## src/rtl/encoder4_2_seq.sv

```systemverilog
// encoder4_2_seq
// Registered 4-to-2 priority encoder with sticky request latching and a
// valid/ready output handshake. Request pulses on d are collected in a
// pending register and issued one at a time, highest index first.
//
// Ports:
//   clk   in   rising-edge clock
//   rst   in   asynchronous active-high reset
//   d     in   [3:0] request lines, sampled every edge (pulses allowed)
//   ready in   downstream accepts the presented code this cycle
//   y     out  [1:0] encoded index of the issued request (valid when valid=1)
//   valid out  y carries an unconsumed code
//   ovf   out  sticky: a request was lost on an already-pending index
//   busy  out  combinational (pending != 0) | valid
module encoder4_2_seq (
    input  logic       clk,
    input  logic       rst,
    input  logic [3:0] d,
    input  logic       ready,
    output logic [1:0] y,
    output logic       valid,
    output logic       ovf,
    output logic       busy
);

    logic [3:0] pending;
    logic [1:0] sel_code;
    logic [3:0] clear_mask;
    logic       load;
    logic       lost;

    // Output slot can take a new code when empty or being drained this edge.
    assign load = (!valid || ready) && (pending != 4'b0000);

    // Priority pick from the registered pending bits only; fresh requests on
    // d never influence the code chosen in the same cycle.
    always_comb begin
        sel_code   = 2'b00;
        clear_mask = 4'b0000;
        if (pending[3]) begin
            sel_code = 2'b11;
        end else if (pending[2]) begin
            sel_code = 2'b10;
        end else if (pending[1]) begin
            sel_code = 2'b01;
        end else begin
            sel_code = 2'b00;
        end
        if (load) begin
            clear_mask = 4'b0001 << sel_code;
        end
    end

    // A re-request on the bit being cleared this edge simply re-arms it, so
    // only bits that stay pending count as lost.
    assign lost = |(d & pending & ~clear_mask);

    always_ff @(posedge clk or posedge rst) begin
        if (rst) begin
            pending <= 4'b0000;
            y       <= 2'b00;
            valid   <= 1'b0;
            ovf     <= 1'b0;
        end else begin
            pending <= (pending & ~clear_mask) | d;
            if (load) begin
                y     <= sel_code;
                valid <= 1'b1;
            end else if (valid && ready) begin
                valid <= 1'b0;
            end
            if (lost) begin
                ovf <= 1'b1;
            end
        end
    end

    assign busy = (pending != 4'b0000) || valid;

endmodule

```

## config.mk

```make
export PLATFORM = sky130hd
export DESIGN_NAME = encoder4_2_seq
export DESIGN_NICKNAME = d
export VERILOG_FILES = /design/src/rtl/encoder4_2_seq.sv
export SDC_FILE = /design/constraint.sdc
export NUM_CORES = 1
export LEC_CHECK = 0
export ABC_AREA = 0
export CORE_AREA = 2 2 39 41
export DETAILED_ROUTE_END_ITERATION = 16
export DIE_AREA = 0 0 41 43
export GPL_TIMING_DRIVEN = 0
export SLEW_MARGIN = 10
export SYNTH_ARGS = -nofsm -noshare
export SYNTH_HDL_FRONTEND = slang
export SYNTH_SLANG_ARGS = --single-unit
```

## constraint.sdc

```tcl
create_clock -name clk -period 1.05 [get_ports clk]
set_input_delay 0.1575 -clock clk [delete_from_list [all_inputs] [get_ports clk]]
set_output_delay 0.1575 -clock clk [all_outputs]
set_load 0.01 [all_outputs]
```

==> flow_metrics.env <==
export IMPL_p_int_mw=0.525
export IMPL_via_count=336
export IMPL_antenna_found_initial=0
export IMPL_dp_cells=64
export IMPL_areaGrowthSynthToFinish_pct=54.7
export IMPL_hold_path_class="primary input to async pin"
export IMPL_ios=12
export IMPL_setup_tns_final_ps=-1000
export IMPL_worstMarginPinSlew_ps=303
export IMPL_ys_top_cells_by_area="dfrtp_1 49%, o41ai_4 6.7%, nand2b_1 6.1%, o21ai_0 6.1%, buf_6 5.5%"
export IMPL_status="complete, but fails checks"
export IMPL_syn_instance_count=37
export IMPL_cts_buffers=3
export IMPL_ff2ff_path_depth=4
export IMPL_placed_area_um2=542
export IMPL_critPathArrivalTime_ps=1200
export IMPL_slew_headroom=0.798
export IMPL_grt_pass1_wl_um=1310
export IMPL_wl_per_cell_um=12.1
export IMPL_yosys_area_top_type_share=0.486
export IMPL_drc=0
export IMPL_ys_seq_elements=8
export IMPL_fin_crit_sh=1.29
export IMPL_clock_latency_ps=250
export IMPL_syn_avg_cell_area_um2=11.1
export IMPL_finalSetupViolations=7
export IMPL_globalplace_congestion=0.723
export IMPL_worstSetupPathType="flip-flop to output pin"
export IMPL_violations="negative setup slack"
export IMPL_cp_max_fo=2
export IMPL_synthDistinctLibCells=18
export IMPL_vias_per_cell=4.67
export IMPL_diodes=0
export IMPL_portBuffers=11
export IMPL_cts_sinks=8
export IMPL_stdcell_count=72
export IMPL_critPathRequiredTime_ps=890
export IMPL_switching_power_mw=0.178
export IMPL_stdcell_area_um2=637
export IMPL_dp_slack_ps=-537
export IMPL_yosys_area_top_type="dfrtp_1"
export IMPL_powerDensity_mw_per_mm2=1100
export IMPL_grt_total_usage=0.116
export IMPL_die_area_mm2=0.00176
export IMPL_cap_viol_max_count=0
export IMPL_start_kind="flip-flop"
export IMPL_clockPowerShare=0.333
export IMPL_rsz0062_at_grt="yes"
export IMPL_dr_first_iter_drc_count=2
export IMPL_grt_ovfl_total=0
export IMPL_clkTransAtPathRegs_ps=50
export IMPL_fmax_mhz=738
export IMPL_drtPass1Iterations=2
export IMPL_finalHoldViolCount=0
export IMPL_pwr_share_seq=0.473
export IMPL_cts_tree="yes"
export IMPL_syn_area_um2=412
export IMPL_ant_nets=0
export IMPL_regArea_um2=204
export IMPL_ys_seq_area_frac=0.486
export IMPL_maxSlewViolCount=0
export IMPL_fin_ws_ps=-304
export IMPL_r2r_start="pending[3]"
export IMPL_rrSetupSlack_ps=-250
export IMPL_grt_max_degree=11
export IMPL_cts_root_buf="clkbuf_4"
export IMPL_synth_fp_nets=44
export IMPL_dieWidth_um=41
export IMPL_p_sw_frac=0.253
export IMPL_initial_core_util=0.297
export IMPL_h_tree_depth=1
export IMPL_multi_input_area_um2=209
export IMPL_fillers=140
export IMPL_yosys_warnings=0
export IMPL_combPwrFrac=0.194
export IMPL_skew_ps=0.805
export IMPL_irDropWorstVdd_v=0.000647
export IMPL_period_needed_ps=1350
export IMPL_fin_nets=65
export IMPL_drive_gt1_frac=0.446
export IMPL_p_leak_nw=0.278
export IMPL_grt_pass1_vias=286
export IMPL_drt_wl_total_um=870
export IMPL_rows=14
export IMPL_die_y_um=43
export IMPL_r2r_end="ovf"
export IMPL_core_mm2=0.00138
export IMPL_clock_tree_buffer_depth=2
export IMPL_dpl_hpwl_um=565
export IMPL_worstSetupEndpointType="output pin"
placed cells by master (no fill, tap or decap), types with 2 or more instances in the layout:
| master | count |
|---|---|
| nor2_1 | 2 |
| inv_1 | 3 |
| buf_4 | 5 |
| o21ai_0 | 2 |
| nand2b_1 | 4 |
| clkdlybuf4s15_1 | 2 |
| clkdlybuf4s50_1 | 6 |
| dfrtp_2 | 3 |
| dfrtp_1 | 5 |
| o21ai_1 | 2 |
| clkbuf_2 | 2 |
| buf_6 | 2 |
| clkbuf_4 | 3 |
sequential cells by signal, indices dropped and copies added (netlist names):
| signal | flops |
|---|---|
| valid | 1 |
| pending | 4 |
| ovf | 1 |
| y | 2 |
critical path: stages, from the launching register on:
cell,delay [ps]
dfrtp_2,430
nor4_4,300
nand2b_1,70
buf_2,140
layer usage:
layer  routed length (um)  global-route usage  vias up
li1                     -                   -      171
met1                  397               0.152      154
met2                  412               0.150       11
met3                   60              0.0471        0
met4                    0              0.0800        0
met5                    0                   0        -
timing repair:
action,CTS,global route
hold buffers,0,0
pin swaps,4,5
gates cloned,0,0
endpoints found under the setup margin,7,10
gates resized for setup,15,16
setup buffers,2,4
power by group through the flow:
stage | Clock [mW] | Combinational [mW] | Sequential [mW]
2_1_floorplan | 0 | 0.0581 | 0.338
3_3_place_gp | 0 | 0.111 | 0.334
4_1_cts | 0.241 | 0.116 | 0.330
6_report | 0.234 | 0.136 | 0.332
3_5_place_dp | 0 | 0.112 | 0.335
5_1_grt | 0.265 | 0.147 | 0.333
metrics by stage:
step / util / hold slack [ps] / power [mW]
2_1_floorplan: - / -26.8 / 0.396
3_3_place_gp: 0.392 / 432 / 0.446
3_5_place_dp: 0.392 / 432 / 0.446
4_1_cts: 0.427 / 166 / 0.686
5_1_grt: 0.460 / 170 / 0.745
6_report: 0.460 / 157 / 0.703
cell families after synthesis:
| kind of cell | share of synthesized area |
|---|---|
| AO/OA/AOI/OAI | 0.274 |
| AND/OR/NAND/NOR | 0.146 |
| flip-flops | 0.486 |
| buffers and inverters | 0.0942 |
worst max-delay path by stage:
stage                          start    to  slack, ps  cells after the start
final                     pending[3]  busy       -300                      3
after global routing      pending[3]  busy       -380                      3
after CTS                 pending[3]  busy       -340                      4
after detailed placement  pending[1]  busy       -540                      3
after global placement    pending[1]  busy       -520                      3
after floorplan                valid   ovf        -70                      4
final cells by class:
| class | instances | share of cell area |
|---|---|---|
| plain buffers | 2 | 0.0354 |
| clock buffers | 3 | 0.0354 |
| inverters | 3 | 0.0177 |
| multi-input cells | 23 | 0.328 |
| flip-flops and latches | 8 | 0.320 |
| well taps | 16 | 0.0314 |
| repair buffers | 17 | 0.232 |
synthesized netlist by cell type, drive strengths merged:
| master | number |
|---|---|
| dfrtp | 8 |
| o21ai | 5 |
| nand2b | 4 |
| buf | 3 |
| inv | 3 |
| nor2 | 3 |
| a21o | 1 |
| a21oi | 1 |
| a31oi | 1 |
| nand2 | 1 |
| nor2b | 1 |
| nor4 | 1 |
| o2111ai | 1 |
| o211ai | 1 |
| o311ai | 1 |
| o31ai | 1 |
| o41ai | 1 |
No activity file was read; power rests on OpenSTA's default activity.
